**config.mk**
```make
export PLATFORM = sky130hd
export DESIGN_NAME = idct8_stream
export DESIGN_NICKNAME = d
export VERILOG_FILES = /design/src/rtl/idct8_stream.sv
export SDC_FILE = /design/constraint.sdc
export NUM_CORES = 2
export LEC_CHECK = 0
export ABC_CLOCK_PERIOD_IN_PS = 22600
export CAP_MARGIN = 20
export CORE_ASPECT_RATIO = 1.25
export CORE_MARGIN = 2
export CORE_UTILIZATION = 50
export CTS_BUF_LIST = sky130_fd_sc_hd__clkbuf_8
export DETAILED_ROUTE_END_ITERATION = 12
export PLACE_DENSITY = 0.65
export SYNTH_ARGS = -nofsm -noshare
export SYNTH_HDL_FRONTEND = slang
export SYNTH_SLANG_ARGS = --single-unit
```
**constraint.sdc**
```tcl
create_clock -name clk -period 22.6 [get_ports clk]
set_input_delay 4.52 -clock clk [delete_from_list [all_inputs] [get_ports clk]]
set_output_delay 4.52 -clock clk [all_outputs]
set_load 0.05 [all_outputs]
```
**src/rtl/idct8_stream.sv**
```systemverilog
// Streaming 8-point 1-D inverse DCT: ping-pong input banks, 4-cycle even/odd MAC, butterfly, 8-word output shifter.
// Optional macro IDCT_SATURATE_EN clips results to the signed DATA_WIDTH range; otherwise the low bits are kept.
module idct8_stream #(
    parameter int DATA_WIDTH = 10,
    parameter int COE_WIDTH  = 10
) (
    input  logic                  clk,
    input  logic                  rst_n,
    input  logic [DATA_WIDTH-1:0] in_data,
    input  logic                  in_valid,
    output logic [DATA_WIDTH-1:0] out_data,
    output logic                  out_valid,
    output logic                  out_last
);

    localparam int AW = DATA_WIDTH + COE_WIDTH + 3;
    localparam int PW = DATA_WIDTH + COE_WIDTH;

    localparam logic [2:0] ST_IDLE = 3'd0;
    localparam logic [2:0] ST_MAC0 = 3'd1;
    localparam logic [2:0] ST_MAC1 = 3'd2;
    localparam logic [2:0] ST_MAC2 = 3'd3;
    localparam logic [2:0] ST_MAC3 = 3'd4;
    localparam logic [2:0] ST_BFLY = 3'd5;

    // Q1.9 basis rows n=0..3; index [n][m] pairs with X(2m) (even) and X(2m+1) (odd).
    localparam int COE_EVEN [4][4] = '{'{181,  237,  181,   98},
                                       '{181,   98, -181, -237},
                                       '{181,  -98, -181,  237},
                                       '{181, -237,  181,  -98}};
    localparam int COE_ODD  [4][4] = '{'{251,  213,  142,   50},
                                       '{213,  -50, -251, -142},
                                       '{142, -251,   50,  213},
                                       '{ 50, -142,  213, -251}};

    localparam logic signed [AW:0] RND =
        {{(AW - COE_WIDTH + 2){1'b0}}, 1'b1, {(COE_WIDTH - 2){1'b0}}};
`ifdef IDCT_SATURATE_EN
    localparam logic signed [AW:0] SAT_MAX =
        {{(AW - DATA_WIDTH + 2){1'b0}}, {(DATA_WIDTH - 1){1'b1}}};
    localparam logic signed [AW:0] SAT_MIN =
        {{(AW - DATA_WIDTH + 2){1'b1}}, {(DATA_WIDTH - 1){1'b0}}};
`endif

    function automatic logic signed [COE_WIDTH-1:0] coe_of(input int v);
        return COE_WIDTH'(v);
    endfunction

    function automatic logic signed [AW-1:0] mac_step(
        input logic signed [AW-1:0]         acc,
        input logic                         load,
        input logic signed [DATA_WIDTH-1:0] x,
        input logic signed [COE_WIDTH-1:0]  c
    );
        logic signed [PW-1:0] p;
        p = x * c;
        return load ? AW'(p) : acc + AW'(p);
    endfunction

    function automatic logic [DATA_WIDTH-1:0] round_reduce(input logic signed [AW:0] s);
        logic signed [AW:0] r;
        r = (s + RND) >>> (COE_WIDTH - 1);
`ifdef IDCT_SATURATE_EN
        if (r > SAT_MAX) return SAT_MAX[DATA_WIDTH-1:0];
        if (r < SAT_MIN) return SAT_MIN[DATA_WIDTH-1:0];
`endif
        return r[DATA_WIDTH-1:0];
    endfunction

    logic [2:0]                   state_q, state_d;
    logic [2:0]                   cnt_q, cnt_d;
    logic                         sel_q, sel_d;
    logic                         rd_sel_q, rd_sel_d;
    logic                         trig;
    logic [DATA_WIDTH-1:0]        bank_q [2][8];
    logic [DATA_WIDTH-1:0]        bank_d [2][8];
    logic signed [AW-1:0]         acc_e_q [4];
    logic signed [AW-1:0]         acc_e_d [4];
    logic signed [AW-1:0]         acc_o_q [4];
    logic signed [AW-1:0]         acc_o_d [4];
    logic [1:0]                   mac_m;
    logic signed [DATA_WIDTH-1:0] x_e, x_o;
    logic [DATA_WIDTH-1:0]        y_v [8];
    logic [DATA_WIDTH-1:0]        obuf_q [7];
    logic [DATA_WIDTH-1:0]        obuf_d [7];
    logic [2:0]                   orem_q, orem_d;
    logic [DATA_WIDTH-1:0]        out_data_q, out_data_d;
    logic                         out_valid_q, out_valid_d;
    logic                         out_last_q, out_last_d;

    // Input side: the write bank flips after X(7); the engine reads the other bank.
    always_comb begin
        bank_d = bank_q;
        cnt_d  = cnt_q;
        sel_d  = sel_q;
        trig   = 1'b0;
        if (in_valid) begin
            bank_d[sel_q][cnt_q] = in_data;
            cnt_d = cnt_q + 3'd1;
            if (cnt_q == 3'd7) begin
                sel_d = ~sel_q;
                trig  = 1'b1;
            end
        end
    end

    always_comb begin
        state_d  = state_q;
        rd_sel_d = rd_sel_q;
        acc_e_d  = acc_e_q;
        acc_o_d  = acc_o_q;
        mac_m    = state_q[1:0] - 2'd1;
        x_e      = bank_q[rd_sel_q][{mac_m, 1'b0}];
        x_o      = bank_q[rd_sel_q][{mac_m, 1'b1}];
        case (state_q)
            ST_IDLE: begin
                if (trig) begin
                    state_d  = ST_MAC0;
                    rd_sel_d = sel_q;
                end
            end
            ST_MAC0, ST_MAC1, ST_MAC2, ST_MAC3: begin
                for (int n = 0; n < 4; n++) begin
                    acc_e_d[n] = mac_step(acc_e_q[n], state_q == ST_MAC0, x_e,
                                          coe_of(COE_EVEN[n][mac_m]));
                    acc_o_d[n] = mac_step(acc_o_q[n], state_q == ST_MAC0, x_o,
                                          coe_of(COE_ODD[n][mac_m]));
                end
                state_d = state_q + 3'd1;
            end
            ST_BFLY: state_d = ST_IDLE;
            default: state_d = ST_IDLE;
        endcase
    end

    // Butterfly: rows 7-n reuse E[n] with the odd part negated.
    always_comb begin
        for (int n = 0; n < 4; n++) begin
            y_v[n]     = round_reduce({acc_e_q[n][AW-1], acc_e_q[n]} + {acc_o_q[n][AW-1], acc_o_q[n]});
            y_v[7 - n] = round_reduce({acc_e_q[n][AW-1], acc_e_q[n]} - {acc_o_q[n][AW-1], acc_o_q[n]});
        end
    end

    // A new load always lands the cycle after the previous y(7), so it never cuts emission short.
    always_comb begin
        obuf_d      = obuf_q;
        orem_d      = orem_q;
        out_data_d  = out_data_q;
        out_valid_d = 1'b0;
        out_last_d  = 1'b0;
        if (state_q == ST_BFLY) begin
            out_data_d  = y_v[0];
            for (int i = 0; i < 7; i++) obuf_d[i] = y_v[i + 1];
            orem_d      = 3'd7;
            out_valid_d = 1'b1;
        end else if (orem_q != 3'd0) begin
            out_data_d  = obuf_q[0];
            for (int i = 0; i < 6; i++) obuf_d[i] = obuf_q[i + 1];
            orem_d      = orem_q - 3'd1;
            out_valid_d = 1'b1;
            out_last_d  = (orem_q == 3'd1);
        end
    end

    always_ff @(posedge clk or negedge rst_n) begin
        if (!rst_n) begin
            state_q     <= ST_IDLE;
            cnt_q       <= '0;
            sel_q       <= 1'b0;
            rd_sel_q    <= 1'b0;
            orem_q      <= '0;
            out_data_q  <= '0;
            out_valid_q <= 1'b0;
            out_last_q  <= 1'b0;
            for (int b = 0; b < 2; b++)
                for (int i = 0; i < 8; i++) bank_q[b][i] <= '0;
            for (int n = 0; n < 4; n++) begin
                acc_e_q[n] <= '0;
                acc_o_q[n] <= '0;
            end
            for (int i = 0; i < 7; i++) obuf_q[i] <= '0;
        end else begin
            state_q     <= state_d;
            cnt_q       <= cnt_d;
            sel_q       <= sel_d;
            rd_sel_q    <= rd_sel_d;
            orem_q      <= orem_d;
            out_data_q  <= out_data_d;
            out_valid_q <= out_valid_d;
            out_last_q  <= out_last_d;
            bank_q      <= bank_d;
            acc_e_q     <= acc_e_d;
            acc_o_q     <= acc_o_d;
            obuf_q      <= obuf_d;
        end
    end

    assign out_data  = out_data_q;
    assign out_valid = out_valid_q;
    assign out_last  = out_last_q;

endmodule

```
==> flow_summary_export.csv <==
group,metric,value,unit
hold_path,hold_end,"obuf_q[7]",
critical_path,worstPathMaxFanout,45,
cts,clock-sinks,405,
floorplan,dieArea,118000,sq um
floorplan,io_pins,25,
yosys,ys_seq_area_share,17.6,%
timing,hold_viol,0,
drt,vias,43700,
finish,multi_input_area,42100,sq um
cts,cts_resized,0,
critical_path,crit_path_frequent_cell,"inv_1",
yosys,synth_most_common_cell,"inv_1",
cts,insertion_delay,0.79,ns
yosys,synthCells,6250,
timing,relSlewSlack,28.3,%
floorplan,initial_core_util,50.2,%
cts,cts_hold_buf,0,
critical_path,r2r_cells,35,
yosys,ys.flop_type,"dfrtp_1",
cts,root_buffer,"clkbuf_8",
finish,area_growth,6.06,%
cts,path_clk_slew,0.06,ns
placed_design,dp_hpwl,136000,um
drt,dr.pass1.iters,6,
floorplan,die_w,307,um
timing,setup_slack,12.05,ns
yosys,yosys.area.top_type,"fa_1",
yosys,yosysWarnings,0,
critical_path,startpoint,"state_q[0]",
timing,period_minus_slack,10.55,ns
hold_path,hold_depth,2,
timing,drv_slew,0,
finish,post-route-util,53.2,%
drt,viasPerCell,5.63,
critical_path,crit_type,"register to register",
yosys,ys_ff_latch,405,
global_routing,grt_pass1_wl,259000,um
finish,fill_cells,10600,
yosys,async_reset_ff_share,100,%
critical_path,slowest_delay,0.86,ns
finish,nets,7681,
finish,drive_above_1_share,6.93,%
cts,cts_tree,"done",
critical_path,crit_path_end_kind,"register",
timing,grt_setup_unrepaired,"no",
placed_design,globalplace.congestion,1.01,
critical_path,rr_endpoint,"acc_o_q[87]",
cts,post_cts_buffers,0,
finish,regArea,10100,sq um
drt,drt_iter0_markers,3072,
critical_path,crit_family,"adder cells",
critical_path,required,23.29,ns
cts,cts_buffers,78,
finish,final_area,60900,sq um
run,cap_violations,0,
global_routing,grt-ovfl-total,0,
global_routing,track_usage,28.9,%
cts,cts-htree-levels,3,
yosys,ys_types,94,
cts,cts_max_path_buffers,3,
placed_design,io_buffers,24,
critical_path,slowest_stage,"dfrtp_4",
timing,fin_skew,0.0510,ns
hold_path,min-delay-start,"obuf_q[7]",
yosys,synth_area_leaders,"fa_1 (22%), dfrtp_1 (18%), ha_1 (17%), inv_1 (7.8%), xnor2_1 (3.8%)",
global_routing,antenna_found_initial,3,
run_status,run_status,"complete, no violations",
yosys,synth_top_area_share,22.2,%
timing,timing.fmax,0.0948,GHz
timing,finalSetupTns,0,ns
drt,wl,167000,um
critical_path,critPathLaunchType,"register",
global_routing,grt_max_degree,159,
drt,drc_errors,0,
floorplan,die_h,383,um
yosys,synth_edf_count,0,
critical_path,r2r-start,"state_q[0]",
yosys,synth_common_cells,"inv_1 (1201), ha_1 (803), fa_1 (637)",
timing,finalSetupViolCount,0,
critical_path,reg2reg_slack,12.05,ns
drt,wl_per_cell,21.5,um
hold_path,holdCritPathClass,"register to register",
timing,period_share,46.7,%
floorplan,coreArea,114000,sq um
yosys,avgSynthCellArea,9.19,sq um
drt,antenna_left,0,
critical_path,arrival,11.23,ns
global_routing,grt_pass1_vias,44900,
critical_path,cp.buffers_inverters,10,
yosys,netlist_area,57400,sq um
floorplan,row_count,139,
timing,worst_pin_slew,1.07,ns
placed_design,dp_worst_setup_slack,12.33,ns
placed_design,placed_area,59300,sq um
[kinds of logic (layout without fill, tap and decap cells)]
kind of cell               Yosys count  after routing  synth area share (%)
adders and majority gates         1440           1440                  39.7
buffers and inverters             1385           1414                  9.11
and+or+nand+nor                   1235           1235                  9.70
AOI/OAI and AO/OA                 1160           1160                  12.7
DFF                                405            405                  17.6
xor gates and xnor gates           343            343                  5.23
muxes                              280            280                  5.85
other                                2             12                0.0131
[cells in the final DEF, fill, tap and decap left out, types with 76 or more instances in the layout]
master and count:
inv_1 1223, ha_1 802, fa_1 637, nand2_1 434
dfrtp_1 403, nor2_1 397, a21oi_1 350, o21ai_0 275
xnor2_1 250, mux2_2 176, xor2_1 93, clkbuf_8 91
a21o_1 90, mux2i_1 77, a211oi_1 76
[registers in the layout, summed over array words and instances, names as in the netlist]
name and cells:
acc_o_q 76, obuf_q 70, acc_e_q 76, orem_q 3
out_valid 1, out_data 10, state_q 3, rd_sel_q 1
bank_q 160, cnt_q 3, out_last 1, sel_q 1
[worst reg2reg max path: cells and delay by family (launching register included)]
| kind | cells | cell delay, ns |
|---|---|---|
| adders and majority gates | 8 | 3.83 |
| AOI/OAI and AO/OA | 13 | 2.73 |
| buffers and inverters | 10 | 1.65 |
| DFF | 1 | 0.86 |
| and+or+nand+nor | 3 | 0.80 |
| xor gates and xnor gates | 1 | 0.62 |
[final cells by class]
type	instances	share of cell area [%]
flip-flops and latches	405	16.6
multi-input cells	4468	69.2
diodes	2	0.00822
repair buffers	67	1.05
well taps	1480	3.04
inverters	1208	7.45
clock buffers	91	2.06
clock inverters	48	0.577
[metrics by stage]
step	hold slack [ns]	std cells
after floorplan	0.442	6258
after global placement	0.460	7625
after detailed placement	0.467	7626
after CTS	0.484	7765
after global routing	0.502	7768
final	0.477	7769
[per-layer routing]
layer | GRT usage [%] | up-vias | wire length [um]
met5 | 0 | - | 8
met4 | 16.2 | 2 | 10500
met3 | 4.44 | 423 | 9510
met2 | 48.8 | 1269 | 79900
met1 | 35.4 | 21600 | 67200
li1 | - | 20400 | -
[worst max-delay path by stage]
stage,slack (ns),depth (start not counted),end
2_1_floorplan,12.99,42,acc_o_q[87]
3_3_place_gp,12.47,28,acc_o_q[64]
3_5_place_dp,12.33,35,acc_o_q[87]
4_1_cts,12.32,35,acc_o_q[87]
5_1_grt,11.66,35,acc_o_q[87]
6_report,12.05,35,acc_o_q[87]
Power is not shown: default switching activity piles up to over one toggle a cycle in this logic, so the estimate is an artifact.
